==> config.mk <==
export PLATFORM = sky130hd
export DESIGN_NAME = alu_op_sequencer
export DESIGN_NICKNAME = d
export VERILOG_FILES = /design/src/rtl/alu_op_sequencer.sv
export SDC_FILE = /design/constraint.sdc
export NUM_CORES = 1
export LEC_CHECK = 0
export CAP_MARGIN = 10
export CORE_MARGIN = 3
export CORE_UTILIZATION = 52
export CTS_BUF_LIST = sky130_fd_sc_hd__clkbuf_8
export CTS_CLUSTER_SIZE = 30
export DETAILED_ROUTE_END_ITERATION = 7
export PLACE_DENSITY_LB_ADDON = 0.08
export SLEW_MARGIN = 20
export SYNTH_ARGS = -nofsm -noshare
export SYNTH_HDL_FRONTEND = slang
export SYNTH_SLANG_ARGS = --single-unit
==> constraint.sdc <==
create_clock -name clk -period 4 [get_ports clk]
set_input_delay 0.4 -clock clk [delete_from_list [all_inputs] [get_ports clk]]
set_output_delay 0.4 -clock clk [all_outputs]
set_load 0.01 [all_outputs]
==> src/rtl/alu_op_sequencer.sv <==
// Operand/result sequencer around the one-hot controlled ALU: Y beat, X beat, one EXEC cycle, then ZLo (+ZHi for mul/div).
// Optional ALU_SEQ_PERF_EN macro adds ops_done / err_cnt counters and their ports.
module alu_op_sequencer #(
  parameter int BITS = 32,
  parameter int OPW  = 12
) (
  input  logic              clk,
  input  logic              clr,
  input  logic              in_valid,
  output logic              in_ready,
  input  logic [BITS-1:0]   in_data,
  input  logic [OPW-1:0]    in_op,
  output logic [OPW-1:0]    alu_ctrl,
  output logic [BITS-1:0]   alu_x,
  output logic [BITS-1:0]   alu_y,
  input  logic [2*BITS-1:0] alu_result,
  output logic              out_valid,
  input  logic              out_ready,
  output logic [BITS-1:0]   out_data,
  output logic              out_last,
  output logic              err_op,
  output logic              err_dz
`ifdef ALU_SEQ_PERF_EN
  ,
  output logic [15:0]       ops_done,
  output logic [7:0]        err_cnt
`endif
);

  localparam logic [OPW-1:0] OP_ADD = OPW'(1);
  localparam logic [OPW-1:0] OP_SUB = OPW'(2);
  localparam logic [OPW-1:0] OP_MUL = OPW'(4);
  localparam logic [OPW-1:0] OP_DIV = OPW'(8);
  localparam logic [OPW-1:0] OP_AND = OPW'(256);
  localparam logic [OPW-1:0] OP_OR  = OPW'(512);
  localparam logic [OPW-1:0] LEGAL  = OP_ADD | OP_SUB | OP_MUL | OP_DIV | OP_AND | OP_OR;

  typedef enum logic [2:0] {
    IDLE, LOAD_X, EXEC, WB_LO, WB_HI
  } state_e;

  state_e              state_q, state_d;
  logic [BITS-1:0]     y_q, y_d, x_q, x_d;
  logic [OPW-1:0]      op_q, op_d;
  logic [2*BITS-1:0]   z_q, z_d;
  logic                err_op_q, err_op_d, err_dz_q, err_dz_d;
  logic                is_md;

  assign is_md  = (op_q & (OP_MUL | OP_DIV)) != '0;
  assign err_op = err_op_q;
  assign err_dz = err_dz_q;

  always_ff @(posedge clk or negedge clr) begin
    if (!clr) begin
      state_q  <= IDLE;
      y_q      <= '0;
      x_q      <= '0;
      op_q     <= '0;
      z_q      <= '0;
      err_op_q <= 1'b0;
      err_dz_q <= 1'b0;
    end else begin
      state_q  <= state_d;
      y_q      <= y_d;
      x_q      <= x_d;
      op_q     <= op_d;
      z_q      <= z_d;
      err_op_q <= err_op_d;
      err_dz_q <= err_dz_d;
    end
  end

  // All handshake and ALU outputs decode from state_q, so reset forces them idle immediately.
  always_comb begin
    state_d   = state_q;
    y_d       = y_q;
    x_d       = x_q;
    op_d      = op_q;
    z_d       = z_q;
    err_op_d  = 1'b0;
    err_dz_d  = 1'b0;
    in_ready  = 1'b0;
    out_valid = 1'b0;
    out_last  = 1'b0;
    out_data  = '0;
    alu_ctrl  = '0;
    alu_x     = '0;
    alu_y     = '0;
    case (state_q)
      IDLE: begin
        in_ready = 1'b1;
        if (in_valid) begin
          y_d  = in_data;
          op_d = in_op;
          if (!$onehot(in_op) || (in_op & ~LEGAL) != '0)
            err_op_d = 1'b1;
          else if (in_op == OP_DIV && in_data == '0)
            err_dz_d = 1'b1;
          else
            state_d = LOAD_X;
        end
      end
      LOAD_X: begin
        in_ready = 1'b1;
        if (in_valid) begin
          x_d     = in_data;
          state_d = EXEC;
        end
      end
      EXEC: begin
        alu_ctrl = op_q;
        alu_x    = x_q;
        alu_y    = y_q;
        z_d      = alu_result;
        state_d  = WB_LO;
      end
      WB_LO: begin
        out_valid = 1'b1;
        out_data  = z_q[BITS-1:0];
        out_last  = !is_md;
        if (out_ready) state_d = is_md ? WB_HI : IDLE;
      end
      WB_HI: begin
        out_valid = 1'b1;
        out_data  = z_q[2*BITS-1:BITS];
        out_last  = 1'b1;
        if (out_ready) state_d = IDLE;
      end
      default: state_d = IDLE;
    endcase
  end

`ifdef ALU_SEQ_PERF_EN
  logic [15:0] ops_done_q;
  logic [7:0]  err_cnt_q;

  always_ff @(posedge clk or negedge clr) begin
    if (!clr) begin
      ops_done_q <= '0;
      err_cnt_q  <= '0;
    end else begin
      if (out_valid && out_ready && out_last) ops_done_q <= ops_done_q + 16'd1;
      if ((err_op_q || err_dz_q) && err_cnt_q != 8'hFF) err_cnt_q <= err_cnt_q + 8'd1;
    end
  end

  assign ops_done = ops_done_q;
  assign err_cnt  = err_cnt_q;
`endif

endmodule

# ---- Word-level counts from Yosys, hierarchy flattened
# Index checks and enable logic that the tools add are counted.
dict set report totals {
  regBits 145
  in_bits 112
  output_inout_bits 113
  elab_cells 65
}
dict set report classes {
  addsub 11
  eq_ne 12
  muxes 22
  reduce_logical 13
}
# op n
set ops {}
lappend ops {{$mux W32} 2}
lappend ops {{$pmux W32 S2} 1}
lappend ops {{$logic_not A32 Y1} 1}
lappend ops {{$reduce_bool A12 Y1} 2}
lappend ops {{$mux W3} 7}
lappend ops {{$pmux W3 S5} 1}
lappend ops {{$add A1 B1 Y2} 6}
lappend ops {{$eq A12 B4 Y1 const B} 1}
lappend ops {{$mux W12} 1}
lappend ops {{$ne A2 B2 Y1 const B} 6}
lappend ops {{$add A2 B2 Y3} 3}
lappend ops {{$mux W1} 9}
lappend ops {{$eq A3 B2 Y1 const B} 2}
lappend ops {{$reduce_and A6 Y1} 1}
lappend ops {{$add A3 B3 Y4} 1}
lappend ops {{$add A4 B3 Y4} 1}
lappend ops {{$eq A4 B1 Y1 const B} 1}
lappend ops {{$reduce_and A2 Y1} 2}
lappend ops {{$reduce_or A2 Y1} 2}
lappend ops {{$eq A3 B1 Y1 const B} 1}
lappend ops {{$eq A3 B3 Y1 const B} 1}
lappend ops {{$logic_not A3 Y1} 1}
lappend ops {{$logic_not A1 Y1} 2}
lappend ops {{$pmux W1 S2} 1}
lappend ops {{other kinds (2)} 2}

# ---- Longest topological paths before layout
dict set report depth {
  word_depth 10
  depth_mapped 13
}

# ---- Worst setup path after synthesis
# OpenSTA, ideal clock, no wires.
dict set report synth_path {
  path_kind {input port to flip-flop}
  from {input in_op[0]}
  to {register err_op_q (netlist: err_op)}
  arrival_ns 3.646
  slack_ns 0.234
  path_stages 13
  n_path_buf 0
  path_cell_list {fa_1 fa_1 inv_1 fa_1 fa_1 inv_1 ha_1 inv_1 fa_1 nor2_1 a31oi_1 or3_1 and2_2}
}
dict set report synth_via {
  elab_chain_cells 10
}
# element line
set synth_rtl {}
lappend synth_rtl {{start: declaration} 12} ;# input logic [OPW-1:0] in_op,
lappend synth_rtl {{$add A1 B1 Y2 (not written as such)} 95} ;# if (!$onehot(in_op) || (in_op & ~LEGAL) != '0)
lappend synth_rtl {{$add A2 B2 Y3 (not written as such)} 95}
lappend synth_rtl {{$add A3 B3 Y4 (not written as such)} 95}
lappend synth_rtl {{$add A4 B3 Y4 (not written as such)} 95}
lappend synth_rtl {{$eq A4 B1 Y1} 95}
lappend synth_rtl {{$logic_not A1 Y1} 95}
lappend synth_rtl {{$logic_or A1 B1 Y1} 95}
lappend synth_rtl {{$mux W1} 95}
lappend synth_rtl {{$mux W1} 92} ;# if (in_valid) begin
lappend synth_rtl {{$mux W1} 89} ;# case (state_q)
lappend synth_rtl {{named net err_op_d} 46} ;# logic err_op_q, err_op_d, err_dz_q, err_dz_d;
lappend synth_rtl {{end signal: assignment} 68} ;# err_op_q <= err_op_d;
lappend synth_rtl {{end: declaration} 46}
# The timed path passes the listed nets, and every way through them passes these cells.
# A chain may end at the register's enable or synchronous reset.

# ---- Worst setup path in the final report
dict set report layout_path {
  from {input in_op[3]}
  to {register err_op_q (netlist: err_op)}
}
# The elaborated chain is that of the path after synthesis.

==> impl_metrics.csv <==
group,metric,value,unit
outcome,status,"finished clean",
route,wirelength,18.1,mm
sta,timing.final.crit_share,0.918,
worst_hold_path,holdCritPathClass,"input port to flop",
floorplan,die_h,122,um
route,drc_errors,0,
floorplan,fp-row-count,41,
setup_path,cp-end-kind,"flop",
clock_tree,cts_buffer_depth,2,
global_routing,grt_pass1_wl,28.7,mm
route,vias,5038,
synth,syn_area_per_cell,13.7,um2
sta,maxSlewHeadroom,0.366,
synth,ys.warnings.count,0,
clock_tree,htree_levels,4,
placement,placed_cells_incl_taps,884,
sta,finalCriticalPeriod,3.67,ns
floorplan,ios,225,
placement,io_buffers,224,
cells_and_area,drive_above_1_share,0.256,
synth,synth_fp_nets,637,
global_routing,grt_pass1_vias,5512,
sta,skew,0.00902,ns
placement,place_ws,-0.478,ns
route,final_antenna_net_count,0,
floorplan,core-area,12900,um2
clock_tree,clk_latency,0.45,ns
setup_path,required,4.34,ns
setup_path,path_max_fanout,2,
floorplan,die_w,122,um
cells_and_area,finalNetCount,856,
pwr,leakage,0.00443,uW
synth,syn_inst,513,
cells_and_area,layout_commonest_cell,"clkdlybuf4s50_1",
setup_path,critPathLaunchType,"input port",
placement,gp_congestion,0.863,
sta,final_hold_viol_count,0,
cells_and_area,area_growth,39.6,%
clock_tree,cts.clk_slew.worst_paths,0.08,ns
floorplan,start_util,0.545,
sta,setup_violations,0,
sta,worst_pin_slew,0.949,ns
sta,hold_ws,0.384,ns
synth,synth-async-reset-ratio,1.00,
cells_and_area,instances_no_fill,917,
placement,dp_hpwl,12.7,mm
cells_and_area,layout_common_cells,"217 x clkdlybuf4s50_1, 144 x dfrtp_1, 77 x and3_1",
synth,synth_flop_cell,"dfrtp_1",
global_routing,grt_max_degree,84,
synth,synth_area,7040,um2
clock_tree,clockRootBuffer,"clkbuf_8",
global_routing,antenna_found_initial,0,
synth,synth_seq_cells,145,
pwr,power_density,746,nW/um2
sta,fmax,0.272,GHz
sta,tns,0,ns
clock_tree,cts_setup_buffers,0,
clock_tree,cts_buffers,17,
job,drv_cap,0,
floorplan,die_area,15000,um2
sta,layout_setup_ws,0.327,ns
cells_and_area,n_antenna_cell,0,
synth,ys_types,34,
route,wl_per_cell,19.8,um
clock_tree,cts_tree,"built",
global_routing,globalRouteTotalUtil,0.249,
synth,yosysSeqAreaShare,0.515,
route,drt_iter0_drc,309,
pwr,vdd_ir_drop_max,463,uV
route,dr.pass1.iters,4,
synth,synth_edf_count,0,
global_routing,globalRouteOverflowTotal,0,
sta,rsz0062_at_grt,"no",
setup_path,worst_ep_arrival_time,4.01,ns
clock_tree,clock-sinks,145,
sta,drv_slew,0,
setup_path,worstSetupPathType,"input port to flop",
cells_and_area,fillers,862,
route,vias_per_cell,5.49,
-- state kept, by name, indices dropped and copies added (netlist names) --
signal and cells:
err_op 1, op_q 12, z_q 64, y_q 32
state_q 3, x_q 32, err_dz 1
-- cell type report --
| class | count | area, um2 | share of cell area |
|---|---|---|---|
| sequential | 145 | 3630 | 0.369 |
| inverter | 17 | 63.8 | 0.00649 |
| clock inverter | 15 | 191 | 0.0195 |
| multi-input combinational | 311 | 3100 | 0.315 |
| tap | 172 | 215 | 0.0219 |
| timing repair buffer | 240 | 2390 | 0.244 |
| clock buffer | 17 | 234 | 0.0238 |
-- report_power, final --
| group | switching [uW] | internal [uW] | total (uW) | leakage [uW] |
|---|---|---|---|---|
| sequential | 470 | 2220 | 2690 | 0.00171 |
| combinational | 1340 | 2070 | 3410 | 0.00252 |
| clock | 559 | 674 | 1230 | 0.000209 |
| total | 2360 | 4960 | 7330 | 0.00443 |
-- layer usage --
metal	track usage	up-vias	part of all wire
met4	0.0931	0	0.027
met5	0	-	0
met3	0.0829	42	0.075
met1	0.320	2528	0.42
li1	-	2279	-
met2	0.394	189	0.48
-- through the flow --
| stage | power [uW] | util | cell area [um2] |
|---|---|---|---|
| after floorplan | 4810 | - | 7040 |
| after global placement | 5950 | 0.725 | 9370 |
| after detailed placement | 6100 | 0.725 | 9370 |
| after CTS | 7360 | 0.758 | 9800 |
| after global routing | 7760 | 0.760 | 9830 |
| final | 7330 | 0.760 | 9830 |
-- critical path, cell delays in order --
cell	delay, ns
dlymetal6s2s_1	0.16
fa_1	0.51
fa_1	0.53
inv_1	0.05
fa_1	0.50
fa_1	0.41
inv_1	0.07
ha_2	0.17
inv_1	0.05
fa_2	0.51
nand3b_1	0.10
or3_1	0.34
and2_2	0.20
-- path summary, 6_finish.rpt --
path | slack, ns | endpoint | from | cells past startpoint
worst min register to register | 0.48 | op_q[0] | op_q[0] | 1
worst max register to register | 1.41 | z_q[0] | state_q[2] | 4
worst max-delay path | 0.33 | err_op | in_op[3] | 13
worst min-delay path | 0.38 | op_q[0] | in_op[0] | 3
max in group asynchronous | 2.49 | x_q[20] | clr | 3
min in group asynchronous | 0.56 | y_q[5] | clr | 2
-- cell usage after synthesis, types with 3 or more instances --
| master | count | area share |
|---|---|---|
| nand3b_1 | 3 | 0.0032 |
| nand2_1 | 10 | 0.0053 |
| nor4_1 | 7 | 0.0062 |
| buf_2 | 7 | 0.0050 |
| dfrtp_1 | 145 | 0.52 |
| a22o_1 | 32 | 0.040 |
| mux2_2 | 72 | 0.12 |
| o21ai_0 | 3 | 0.0021 |
| ha_1 | 5 | 0.0089 |
| and3_1 | 77 | 0.068 |
| inv_1 | 17 | 0.0091 |
| nor2_1 | 6 | 0.0032 |
| clkbuf_1 | 17 | 0.0091 |
| fa_1 | 7 | 0.020 |
| buf_6 | 14 | 0.022 |
| mux2_1 | 8 | 0.013 |
| mux2_4 | 60 | 0.13 |
-- timing repair --
item,CTS,global route
hold buffers,1,0
hold endpoints to repair,3,0
gates resized for setup,0,9
setup endpoints to repair,0,2
-- kinds of logic after synthesis --
group | share of synthesized area
AND/OR/NAND/NOR | 0.106
flip-flops | 0.515
multiplexers | 0.256
adder cells (fa/ha/maj) | 0.0288
buffers and inverters | 0.0476
AO/OA/AOI/OAI | 0.0457
(Power assumes the default switching activity.)
